File: src/rtl/alu_pkg.sv
// Shared ALU definitions: 3-bit op encoding, sequencer state type and op helpers.
package alu_pkg;

    localparam int unsigned ALU_CTRL_W = 3;

    localparam logic [ALU_CTRL_W-1:0] ALU_PASS_B = 3'b000;
    localparam logic [ALU_CTRL_W-1:0] ALU_ADD    = 3'b010;
    localparam logic [ALU_CTRL_W-1:0] ALU_SUB    = 3'b011;
    localparam logic [ALU_CTRL_W-1:0] ALU_AND    = 3'b100;
    localparam logic [ALU_CTRL_W-1:0] ALU_OR     = 3'b101;
    localparam logic [ALU_CTRL_W-1:0] ALU_XOR    = 3'b110;

    typedef enum logic {
        IDLE = 1'b0,
        RUN  = 1'b1
    } state_t;

    // Add/sub are the only ops that produce meaningful carry/overflow.
    function automatic logic op_is_arith(input logic [ALU_CTRL_W-1:0] op);
        return (op == ALU_ADD) || (op == ALU_SUB);
    endfunction

    // 001 and 111 are unassigned encodings; their result is forced to zero.
    function automatic logic op_is_legal(input logic [ALU_CTRL_W-1:0] op);
        return (op != 3'b001) && (op != 3'b111);
    endfunction

endpackage

File: src/rtl/bitSlice.sv
// One-bit ALU slice: full adder with B inversion for subtract, plus bitwise ops.
module bitSlice
    import alu_pkg::*;
(
    input  logic                  Ai,
    input  logic                  Bi,
    input  logic                  cin,
    input  logic [ALU_CTRL_W-1:0] s,
    output logic                  f,
    output logic                  cout
);

    logic b_eff;
    logic sum;

    // Adder path; subtract inverts B and relies on the caller's carry-in of 1.
    always_comb begin
        b_eff = (s == ALU_SUB) ? ~Bi : Bi;
        sum   = Ai ^ b_eff ^ cin;
        cout  = (Ai & b_eff) | (cin & (Ai ^ b_eff));
    end

    // Function select.
    always_comb begin
        f = 1'b0;
        case (s)
            ALU_PASS_B: f = Bi;
            ALU_ADD:    f = sum;
            ALU_SUB:    f = sum;
            ALU_AND:    f = Ai & Bi;
            ALU_OR:     f = Ai | Bi;
            ALU_XOR:    f = Ai ^ Bi;
            default:    f = 1'b0;
        endcase
    end

endmodule

File: src/rtl/alu_bit_serial_seq.sv
// Bit-serial ALU sequencer: one bit per clock through a single bitSlice, LSB first,
// with registered result and NZCV flags updated only on completion.
module alu_bit_serial_seq
    import alu_pkg::*;
#(
    parameter int unsigned WIDTH = 64
)
(
    input  logic                  clk,
    input  logic                  reset,
    input  logic                  start,
    input  logic [WIDTH-1:0]      A,
    input  logic [WIDTH-1:0]      B,
    input  logic [ALU_CTRL_W-1:0] cntrl,
    output logic                  busy,
    output logic                  done,
    output logic [WIDTH-1:0]      result,
    output logic                  negative,
    output logic                  zero,
    output logic                  overflow,
    output logic                  carry_out
);

    localparam int unsigned CNT_W = (WIDTH > 1) ? $clog2(WIDTH) : 1;

    state_t                state_q;
    state_t                state_d;

    logic [WIDTH-1:0]      a_sh;
    logic [WIDTH-1:0]      b_sh;
    logic [WIDTH-1:0]      res_sh;
    logic [WIDTH-1:0]      res_fin;
    logic [ALU_CTRL_W-1:0] cntrl_q;
    logic                  carry_q;
    logic [CNT_W-1:0]      cnt_q;

    logic                  slice_f;
    logic                  slice_cout;
    logic                  bit_in;
    logic                  last_bit;

    logic                  load_op;
    logic                  step;
    logic                  finish;

    bitSlice u_slice (
        .Ai   (a_sh[0]),
        .Bi   (b_sh[0]),
        .cin  (carry_q),
        .s    (cntrl_q),
        .f    (slice_f),
        .cout (slice_cout)
    );

    // Slice bit as stored, with illegal ops gated to zero; full result if this is the last bit.
    always_comb begin
        bit_in   = op_is_legal(cntrl_q) ? slice_f : 1'b0;
        last_bit = (cnt_q == CNT_W'(WIDTH - 1));
        res_fin  = {bit_in, res_sh[WIDTH-1:1]};
    end

    // State register.
    always_ff @(posedge clk or posedge reset) begin
        if (reset) begin
            state_q <= IDLE;
        end else begin
            state_q <= state_d;
        end
    end

    // Next-state logic: start only matters in IDLE, so a start during RUN is dropped.
    always_comb begin
        state_d = state_q;
        case (state_q)
            IDLE:    if (start)    state_d = RUN;
            RUN:     if (last_bit) state_d = IDLE;
            default: state_d = IDLE;
        endcase
    end

    // Per-state control strobes for the datapath and output registers.
    always_comb begin
        load_op = 1'b0;
        step    = 1'b0;
        finish  = 1'b0;
        case (state_q)
            IDLE: load_op = start;
            RUN: begin
                step   = 1'b1;
                finish = last_bit;
            end
            default: ;
        endcase
    end

    // Operand shifters, op register, carry flip-flop and bit counter.
    always_ff @(posedge clk or posedge reset) begin
        if (reset) begin
            a_sh    <= '0;
            b_sh    <= '0;
            res_sh  <= '0;
            cntrl_q <= '0;
            carry_q <= 1'b0;
            cnt_q   <= '0;
        end else if (load_op) begin
            a_sh    <= A;
            b_sh    <= B;
            res_sh  <= '0;
            cntrl_q <= cntrl;
            carry_q <= cntrl[0];
            cnt_q   <= '0;
        end else if (step) begin
            a_sh    <= {1'b0, a_sh[WIDTH-1:1]};
            b_sh    <= {1'b0, b_sh[WIDTH-1:1]};
            res_sh  <= res_fin;
            carry_q <= slice_cout;
            cnt_q   <= cnt_q + CNT_W'(1);
        end
    end

    // Status, result and flag registers; result/flags move only on completion.
    always_ff @(posedge clk or posedge reset) begin
        if (reset) begin
            busy      <= 1'b0;
            done      <= 1'b0;
            result    <= '0;
            negative  <= 1'b0;
            zero      <= 1'b0;
            overflow  <= 1'b0;
            carry_out <= 1'b0;
        end else begin
            done <= 1'b0;
            if (load_op) begin
                busy <= 1'b1;
            end
            if (finish) begin
                busy     <= 1'b0;
                done     <= 1'b1;
                result   <= res_fin;
                negative <= res_fin[WIDTH-1];
                zero     <= (res_fin == '0);
                if (op_is_arith(cntrl_q)) begin
                    carry_out <= slice_cout;
                    overflow  <= carry_q ^ slice_cout;
                end else begin
                    carry_out <= 1'b0;
                    overflow  <= 1'b0;
                end
            end
        end
    end

endmodule

File: config.mk
export PLATFORM = sky130hd
export DESIGN_NAME = alu_bit_serial_seq
export DESIGN_NICKNAME = d
export VERILOG_FILES = /design/src/rtl/alu_pkg.sv /design/src/rtl/bitSlice.sv /design/src/rtl/alu_bit_serial_seq.sv
export SDC_FILE = /design/constraint.sdc
export NUM_CORES = 1
export LEC_CHECK = 0
export ABC_AREA = 1
export CELL_PAD_IN_SITES_DETAIL_PLACEMENT = 1
export CELL_PAD_IN_SITES_GLOBAL_PLACEMENT = 1
export CORE_ASPECT_RATIO = 1.5
export CORE_MARGIN = 2
export CORE_UTILIZATION = 36
export CTS_CLUSTER_SIZE = 8
export DETAILED_ROUTE_END_ITERATION = 6
export PLACE_DENSITY_LB_ADDON = 0.1
export SLEW_MARGIN = 20
export SYNTH_ARGS = -nofsm -noshare
export SYNTH_HDL_FRONTEND = slang
export SYNTH_HIERARCHICAL = 1
export SYNTH_SLANG_ARGS = --single-unit
File: constraint.sdc
create_clock -name clk -period 9.4 [get_ports clk]
set_input_delay 1.88 -clock clk [delete_from_list [all_inputs] [get_ports clk]]
set_output_delay 1.88 -clock clk [all_outputs]
set_load 0.01 [all_outputs]
==> impl_results.md, run 1 <==
* Status: finished clean
* Sw Ratio at 31.9%
* Data required time of the worst path at 9.74 ns
* Filler Cell Count at 3,463
* Final period utilization at 44.2%
* Measured slew at the worst slew-check pin at 1.05 ns
* Dpl ws at 4.70 ns
* Leakage at 6.41 nW
* Synth unique cells at 32
* DR WL/cell at 16.4 um
* Die outline width at 148 um
* Maximum fanout along the worst path at 82
* Hold Path Depth at 2
* Chip height at 220 um
* Post-synth EDFFs at 0
* # clock sinks at 271
* Worst-path cell chain: clkdlybuf4s50_1, nor2_4, buf_4, inv_4, buf_4, o221ai_1
* Placed cells at 1,698
* Fin. Hold Viols at 0
* Worst slew margin at 29.8%
* Final hold slack at 0.475 ns
* Power Internal at 2.95 mW
* Critical path launch point type: input pin
* Vias per cell at 4.96
* Top sig layer: met4
* DRT Pass-1 Iters at 4
* Flop pwr share at 42.3%
* Cts repair resizes at 0
* RSZ-0062 raised after global routing: no
* Post-DRT Antenna Nets at 0
* Clk slew on worst S/H paths at 0.05 ns
* Largest family of logic cells by synthesized area: simple AND/OR/NAND/NOR gates
* H-tree Lvls at 2
* Setup TNS at 0 ns
* TritonCTS clock tree: done
* Buffers & Inverters on Critical Path at 4
* Fmax at 240 MHz
* CTS root buf: clkbuf_16
* Final non-filler cell total at 1,742
* Synthesized area per cell at 9.67 um^2
* Critical Path End Type: flop
* Routed wl met3 at 1.39 mm
* Synth Area in Adders at 0.516%
* Yosys warning total at 6
* Logic pwr share at 29.2%
* CP max stage cell: buf_4
* Routed WL at 28.6 mm
* Worst reg-to-reg path cell count at 7
* Clock power frac at 28.5%
* Most frequent cells in the layout: nand2_1 (338), dfrtp_1 (270), clkdlybuf4s50_1 (203)
* Post-DP HPWL at 18.2 mm
* Post-synthesis register bit count at 271
* Fin crit period at 4.16 ns
* Final Power at 4.33 mW
* Final setup viols at 0
* Final Skew at 0.00849 ns
* Power Dens Cells at 301 mW/mm^2
* Worst path depth at 6
* DRC viols at 0
* Met1 WL at 11.6 mm
* Buffers on Ports at 203
* First-pass GRT wire length at 46.9 mm
* Layout cells sized above 1 at 5.69%
* Hold Crit Class: flop to flop
* Slowest stage delay, CP at 0.78 ns
* Clk Latency, worst-skew pair at 0.52 ns
* # rows at 79
* Die area at 0.0325 mm^2
* CP Class: input pin to flop
* CP arrival at 4.49 ns
* Critical path's top delay family: buffers and inverters
* Final GP Congestion at 0.748
* CTS Buf Count at 39
* Xor-xnor portion of the synthesized cell area at 0.0785%
* Gr usage total at 18.0%
* Initial Util at 36.3%
* Gr ovfl total at 0
* Compound-Gate Fraction of Synth Area at 15.1%
* Max_cap viols at 0
* Nets at 1,472
* Final setup margin at 5.24 ns
* Wire length on met2 at 14.8 mm
* Syn Nets at 1,293
* Detailed Route Iter0 Violations at 292
* Top Ports at 204
* Postcts setup bufs at 0
* Total number of vias at 8,642
* Hold buffers post-CTS at 0
* Cell count after synthesis at 1,155
* Reported net switching power at 1.38 mW
* Ys async rst share at 100%
* Final slew viol count at 0
* Most common cell after layout, fill and taps aside: nand2_1
* Initial antenna violation count at 0
* Primary FF master, synth: dfrtp_1
* Syn-to-layout area delta at 29.1%
* CTS Buffer Depth at 3
* Sequential cell area fraction in the yosys report at 60.7%
* Number of global-route vias before repair at 9,179
* Synth Cell Area at 0.0112 mm^2
* Post-synthesis simple-gate area fraction at 15.4%
* Crit path top cell by count: buf_4
* Worst vdd ir at 131 uV
* Largest net degree at the start of global routing at 186
* Post-synthesis mux area share at 0%
* Core area at 0.0307 mm^2
## layer usage
metal,up-vias,global-route usage (%)
met4,0,6.25
met5,-,0
met1,4267,21.3
li1,4149,-
met2,174,32.3
met3,52,3.89
## logic make-up (layout without fill, tap and decap cells)
logic type | Yosys count | in the layout
flops | 271 | 271
simple gates | 432 | 432
fa+ha+maj | 4 | 4
compound gates | 243 | 243
xor+xnor | 1 | 1
buf+inv | 204 | 385
other cells | 0 | 1
## final timing paths
path / from / endpoint / slack (ns)
worst max-delay path: start / b_sh[49] / 5.24
worst min-delay path: result[58] / result[58] / 0.47
worst max register to register: state_q / a_sh[38] / 5.92
worst min register to register: result[58] / result[58] / 0.47
max in group asynchronous: reset / res_sh[33] / 6.03
min in group asynchronous: reset / result[32] / 1.88
## synthesized netlist by cell type, types with 10 or more instances
| library cell | count | share of area, % |
|---|---|---|
| inv_1 | 129 | 4.3 |
| o211ai_1 | 44 | 3.0 |
| o22ai_1 | 63 | 3.5 |
| o21ai_1 | 48 | 2.2 |
| dfrtp_1 | 271 | 61 |
| nand3_1 | 42 | 1.9 |
| nor2_1 | 43 | 1.4 |
| clkbuf_1 | 19 | 0.64 |
| buf_2 | 30 | 1.3 |
| buf_6 | 10 | 1.0 |
| nand2_1 | 338 | 11 |
| o221ai_1 | 34 | 2.7 |
| a22oi_1 | 27 | 1.8 |
| o21ai_2 | 16 | 1.3 |
## metrics by stage
step / instance area (um^2) / utilization (%)
floorplan: 11200 / -
global placement: 13400 / 43.5
detailed placement: 13400 / 43.5
CTS: 14400 / 46.9
global route: 14400 / 46.9
finish: 14400 / 46.9
## registers in the layout, summed over array words and instances, names as in the netlist
signal / count
a_sh: 64
carry_q: 1
cnt_q: 6
done: 1
result: 64
cntrl_q: 3
busy: 1
carry_out: 1
b_sh: 64
zero: 1
state_q: 1
overflow: 1
res_sh: 63
## power groups by stage
stage / registers, mW / clock network [mW] / logic [mW]
4_1_cts: 1.84 / 1.28 / 1.30
5_1_grt: 1.89 / 1.32 / 1.44
3_5_place_dp: 1.85 / 0 / 1.29
3_3_place_gp: 1.84 / 0 / 1.25
2_1_floorplan: 1.84 / 0 / 0.810
6_report: 1.84 / 1.23 / 1.26
## final cells by class
| class | instances | area [um^2] | area share, % |
|---|---|---|---|
| Timing Repair Buffer | 210 | 2100 | 14.6 |
| Tap cell | 405 | 507 | 3.52 |
| Clock buffer | 43 | 1030 | 7.17 |
| Antenna cell | 1 | 2.50 | 0.0174 |
| Multi-Input combinational cell | 680 | 3470 | 24.1 |
| Inverter | 132 | 513 | 3.56 |
| Sequential cell | 271 | 6790 | 47.1 |
## tightest hold or removal path, stage by stage, from the launching register on
cell	delay (ns)
dfrtp_1	0.33
nand2_1	0.06
o21ai_2	0.05
(Power assumes the default switching activity.)
==> run 2: changes to the inputs <==
clock period = 3.8 ns   (was 9.4 ns; I/O delays follow)
==> run 2 against run 1 <==
Against the previous run:
- critical path depth did not move
- utilization rose by 0.29 points
- die area did not move
- wire length rose by 0.41%
- sequential share of layout area fell by 0.29 points
- clock skew rose by 0.0090 ns
- worst setup slack got worse by 3.9 ns
- sequential cell count did not move
- first-iteration DRC count rose by 22%
- non-clock buffer count rose by 8
- critical path type is now flop to flop
==> impl_results.md, run 2 (synthesis results as in run 1) <==
* Final setup margin at 1.34 ns (was 5.24 ns)
* Util after Layout at 47.2% (was 46.9%)
* First-pass GRT wire length at 48.5 mm (was 46.9 mm)
* Sw Ratio at 32.3% (was 31.9%)
* Measured slew at the worst slew-check pin at 0.944 ns (was 1.05 ns)
* Clk Latency, worst-skew pair at 0.52 ns (about the same)
* Hold Path Depth at 2 (unchanged)
* Clock power frac at 28.4% (was 28.5%)
* Core area at 0.0307 mm^2 (unchanged)
* Buffers on Ports at 203 (unchanged)
* Data required time of the worst path at 4.20 ns (was 9.74 ns)
* Gr usage total at 18.5% (was 18.0%)
* TritonCTS clock tree: done (unchanged)
* Power Internal at 7.27 mW (was 2.95 mW)
* H-tree Lvls at 2 (unchanged)
* Hold buffers post-CTS at 0 (unchanged)
* Initial Util at 36.3% (unchanged)
* Reported net switching power at 3.47 mW (was 1.38 mW)
* CP arrival at 2.86 ns (was 4.49 ns)
* DRT Pass-1 Iters at 4 (unchanged)
* Maximum fanout along the worst path at 83 (was 82)
* CTS Buf Count at 39 (unchanged)
* Nets at 1,480 (was 1,472)
* Final Skew at 0.0175 ns (was 0.00849 ns)
* Biggest regs: a_sh x64, b_sh x64, result x64 (unchanged)
* Critical path launch point type: flop (was input pin)
* Fmax at 406 MHz
* Fin. Hold Viols at 0 (unchanged)
* Logic pwr share at 28.9% (was 29.2%)
* Post-DRT Antenna Nets at 0 (unchanged)
* Syn-to-layout area delta at 29.9% (was 29.1%)
* Cts repair resizes at 0 (unchanged)
* Final hold slack at 0.475 ns (about the same)
* Top Ports at 204 (unchanged)
* Flop pwr share at 42.7% (was 42.3%)
* # clock sinks at 271 (unchanged)
* Die outline width at 148 um (unchanged)
* Post-DP HPWL at 18.6 mm (was 18.2 mm)
* Die area at 0.0325 mm^2 (unchanged)
* Most common cell after layout, fill and taps aside: nand2_1 (unchanged)
* Number of global-route vias before repair at 9,505 (was 9,179)
* # rows at 79 (unchanged)
* CTS Buffer Depth at 3 (unchanged)
* Final setup viols at 0 (unchanged)
* Layout cells sized above 1 at 6.32% (was 5.69%)
* Total number of vias at 8,666 (was 8,642)
* RSZ-0062 raised after global routing: no (unchanged)
* Final period utilization at 64.8%
* Detailed Route Iter0 Violations at 355 (was 292)
* DP Area at 0.0135 mm^2 (was 0.0134 mm^2)
* Vias per cell at 4.95 (was 4.96)
* Gr ovfl total at 0 (unchanged)
* DR WL/cell at 16.4 um (about the same)
* Leakage at 6.46 nW (was 6.41 nW)
* Chip height at 220 um (unchanged)
* CTS root buf: clkbuf_16 (unchanged)
* Max_cap viols at 0 (unchanged)
* Worst vdd ir at 323 uV (was 131 uV)
* CP Class: flop to flop (was input pin to flop)
* DRC viols at 0 (unchanged)
* Hold Crit Class: flop to flop (unchanged)
* Fin area at 0.0145 mm^2 (was 0.0144 mm^2)
* Clk slew on worst S/H paths at 0.05 ns (about the same)
* Worst slew margin at 37.0% (was 29.8%)
* Final slew viol count at 0 (unchanged)
* Most frequent cells in the layout: nand2_1 (338), dfrtp_1 (270), clkdlybuf4s50_1 (203) (unchanged)
* Power Dens Cells at 741 mW/mm^2 (was 301 mW/mm^2)
* Postcts setup bufs at 0 (unchanged)
* Final GP Congestion at 0.742 (was 0.748)
* Routed WL at 28.7 mm (was 28.6 mm)
* Critical Path End Type: flop (unchanged)
* Fin crit period at 2.46 ns
* Largest net degree at the start of global routing at 105 (was 186)
* Dpl ws at 0.899 ns (was 4.70 ns)
* Status: finished clean (unchanged)
* Initial antenna violation count at 0 (unchanged)
* Filler Cell Count at 3,445 (was 3,463)
* N_diodes at 0 (was 1)
* Worst reg-to-reg path cell count at 6 (was 7)
[run 2: changes by cell type in the layout (fill, tap and decap cells not counted), sizes merged]
| cell | delta |
|---|---|
| buf | +8 |
| clkbuf | -2 |
| diode | -1 |
| clkinv | +1 |
| clkinvlp | +1 |
[run 2: per-stage QoR]
step,setup TNS (ns),cells,total power [mW]
CTS,0,1749,10.9
floorplan,-146.73,1155,6.55
finish,0,1749,10.7
global route,0,1749,11.6
global placement,0,1706,7.67
detailed placement,0,1706,7.79
[run 2: power groups by stage]
stage	registers (mW)	logic [mW]	clock network [mW]
5_1_grt	4.75	3.54	3.27
3_3_place_gp	4.60	3.07	0
2_1_floorplan	4.55	2.01	0
3_5_place_dp	4.64	3.15	0
4_1_cts	4.61	3.18	3.15
6_report	4.59	3.10	3.05
[run 2: per-layer routing]
metal	wire length (um)	global-route usage [%]	vias to the layer above
met1	12000	22.1	4289
met4	541	5.16	0
li1	-	-	4184
met5	0	0	-
met3	1060	3.17	38
met2	15200	34.1	155
[run 2: path summary, 6_finish.rpt]
check,from,end,slack [ns]
worst max-delay path,state_q,result[14],1.34
worst min-delay path,b_sh[5],b_sh[4],0.47
worst max register to register,state_q,result[14],1.34
worst min register to register,b_sh[5],b_sh[4],0.47
max in group asynchronous,reset,state_q,2.15
min in group asynchronous,reset,a_sh[36],0.69
[run 2: critical path, cell delays in order (launching register included)]
cell and delay (ns):
dfrtp_4 1.00, nand3_2 0.19, nor2_4 0.29, inv_4 0.31
buf_4 0.37, nand2_1 0.12, o21ai_2 0.06
[run 2: final cells by class]
cell class	instances	area, um^2	share of cell area (%)
Clock inverter	2	25.0	0.173
Multi-Input combinational cell	680	3470	23.9
Inverter	132	512	3.53
Clock buffer	41	1000	6.93
Timing Repair Buffer	218	2190	15.1
Sequential cell	271	6790	46.8
Tap cell	405	507	3.50
==> run 3: changes to the inputs <==
clock period = 2.2 ns   (was 3.8 ns; I/O delays follow)
==> run 3 against run 2 <==
Against the previous run:
- sequential cell count did not move
- sequential share of layout area is 0.56 points lower
- cell area grew 1.2%
- register-to-register slack got worse by 1.1 ns
- die area is the same
- largest cell class unchanged
- largest power group unchanged
==> impl_results.md, run 3 (synthesis results as in run 1) <==
* Fin crit period at 1.98 ns (was 2.46 ns)
* Max_cap viols at 0 (unchanged)
* Setup TNS at 0 ns (unchanged)
* Final slew viol count at 0 (unchanged)
* Final GP Congestion at 0.734 (was 0.742)
* Reg-to-reg setup timing slack at 0.22 ns (was 1.34 ns)
* Final setup viols at 0 (unchanged)
* DR WL/cell at 16.4 um (about the same)
* Number of global-route vias before repair at 9,419 (was 9,505)
* Fin. Hold Viols at 0 (unchanged)
* Measured slew at the worst slew-check pin at 0.599 ns (was 0.944 ns)
* Cts repair resizes at 0 (unchanged)
* # clock sinks at 271 (unchanged)
* Die area at 0.0325 mm^2 (unchanged)
* Fmax at 506 MHz (was 406 MHz)
* Worst vdd ir at 543 uV (was 323 uV)
* Layout cells sized above 1 at 7.23% (was 6.32%)
* Gr usage total at 18.5% (about the same)
* Hold Crit Class: input pin to asynchronous set/reset pin (was flop to flop)
* Final non-filler cell total at 1,760 (was 1,749)
* Final Skew at 0.00705 ns (was 0.0175 ns)
* CTS Buffer Depth at 3 (unchanged)
* First-pass GRT wire length at 48.2 mm (was 48.5 mm)
* Clk Latency, worst-skew pair at 0.51 ns (was 0.52 ns)
* Busiest layer in global routing: met2 (unchanged)
* Status: finished clean (unchanged)
* Final period utilization at 89.9% (was 64.8%)
* Critical Path End Type: flop (unchanged)
* Critical path launch point type: flop (unchanged)
* H-tree Lvls at 2 (unchanged)
* Biggest regs: a_sh x64, b_sh x64, result x64 (unchanged)
* Total number of vias at 8,692 (was 8,666)
* Clk slew on worst S/H paths at 0.05 ns (about the same)
* Post-DRT Antenna Nets at 0 (unchanged)
* CP arrival at 2.43 ns (was 2.86 ns)
* Post-DP HPWL at 19.5 mm (was 18.6 mm)
* Routed WL at 28.9 mm (was 28.7 mm)
* Met1 Usage GRT at 22.4% (was 22.1%)
* Hold buffers post-CTS at 0 (unchanged)
* Most common cell after layout, fill and taps aside: nand2_1 (unchanged)
* Die outline width at 148 um (unchanged)
* Top Ports at 204 (unchanged)
* Maximum fanout along the worst path at 7 (was 83)
* Met2 usage at 33.5% (was 34.1%)
* CTS root buf: clkbuf_16 (unchanged)
* Syn-to-layout area delta at 31.5% (was 29.9%)
* Worst slew margin at 60.1% (was 37.0%)
* DRT Pass-1 Iters at 4 (unchanged)
* # rows at 79 (unchanged)
* CP Class: flop to flop (unchanged)
* Postcts setup bufs at 0 (unchanged)
* Reg-to-reg startpoint: cntrl_q[2] (was state_q)
* Initial antenna violation count at 0 (unchanged)
* Worst r2r dst: zero (was result[14])
* DRC viols at 0 (unchanged)
* Most frequent cells in the layout: nand2_1 (338), dfrtp_1 (269), clkdlybuf4s50_1 (203) (was nand2_1 (338), dfrtp_1 (270), clkdlybuf4s50_1 (203))
* Nets at 1,491 (was 1,480)
* Core area at 0.0307 mm^2 (unchanged)
* TritonCTS clock tree: done (unchanged)
* Data required time of the worst path at 2.65 ns (was 4.20 ns)
* Buffers on Ports at 203 (unchanged)
* Filler Cell Count at 3,416 (was 3,445)
* Initial Util at 36.3% (unchanged)
* Leakage at 6.54 nW (was 6.46 nW)
* Placed cells at 1,717 (was 1,706)
* Grt met3 use at 3.58% (was 3.17%)
* Gr ovfl total at 0 (unchanged)
* Vias per cell at 4.94 (was 4.95)
* Largest net degree at the start of global routing at 122 (was 105)
* N_diodes at 0 (unchanged)
* Worst reg-to-reg path cell count at 13 (was 6)
* CTS Buf Count at 39 (unchanged)
* Power Dens Cells at 1270 mW/mm^2 (was 741 mW/mm^2)
* Chip height at 220 um (unchanged)
* Detailed Route Iter0 Violations at 340 (was 355)
[run 3: layout make-up]
type | count | area (um^2) | share of cell area, %
clock buffer | 43 | 1030 | 7.04
inverter | 132 | 509 | 3.47
multi-input combinational | 680 | 3470 | 23.7
sequential | 271 | 6790 | 46.2
tap | 405 | 507 | 3.45
timing repair buffer | 229 | 2360 | 16.1
[run 3: stage by stage]
stage	worst slack, ns	util [%]	cell area, um^2	power, mW	hold slack (ns)
global placement	0.234	44.4	13600	13.3	0.466
global route	-0.00376	47.7	14700	20.0	0.295
finish	0.222	47.7	14700	18.6	0.297
CTS	0.161	47.7	14700	18.9	0.277
detailed placement	0.176	44.4	13600	13.5	0.470
floorplan	-1.82	-	11200	11.3	0.449
[run 3: how the worst max path moves through the flow]
stage / from / end / slack (ns) / depth (start not counted)
after floorplan: reset / a_sh[0] / -1.82 / 1
after global placement: cntrl_q[2] / zero / 0.23 / 13
after detailed placement: cntrl_q[2] / zero / 0.18 / 13
after CTS: cntrl_q[2] / zero / 0.16 / 13
after global routing: cntrl_q[2] / zero / -0.004 / 13
final: cntrl_q[2] / zero / 0.22 / 13
[run 3: per-layer routing]
metal,part of all wire (%),vias up
li1,-,4196
met4,2.0,0
met1,42,4287
met2,53,165
met3,3.8,44
met5,0,-
[run 3: critical path, stage by stage (launching register included)]
cell and delay (ns):
dfrtp_2 0.44, inv_2 0.09, nand3_1 0.09, xor2_1 0.19
fa_1 0.43, nand3_1 0.09, nand2_1 0.05, nor2_1 0.09
nand2_1 0.07, nand3_2 0.09, nand3_1 0.07, nor2_1 0.10
nand2_1 0.05, nand2_1 0.05
[run 3: where the power goes]
part	internal [mW]	switching (mW)	total, mW
Sequential	6.88	0.955	7.84
Clock	3.25	2.00	5.24
Combinational	2.56	2.95	5.51
Total	12.7	5.90	18.6
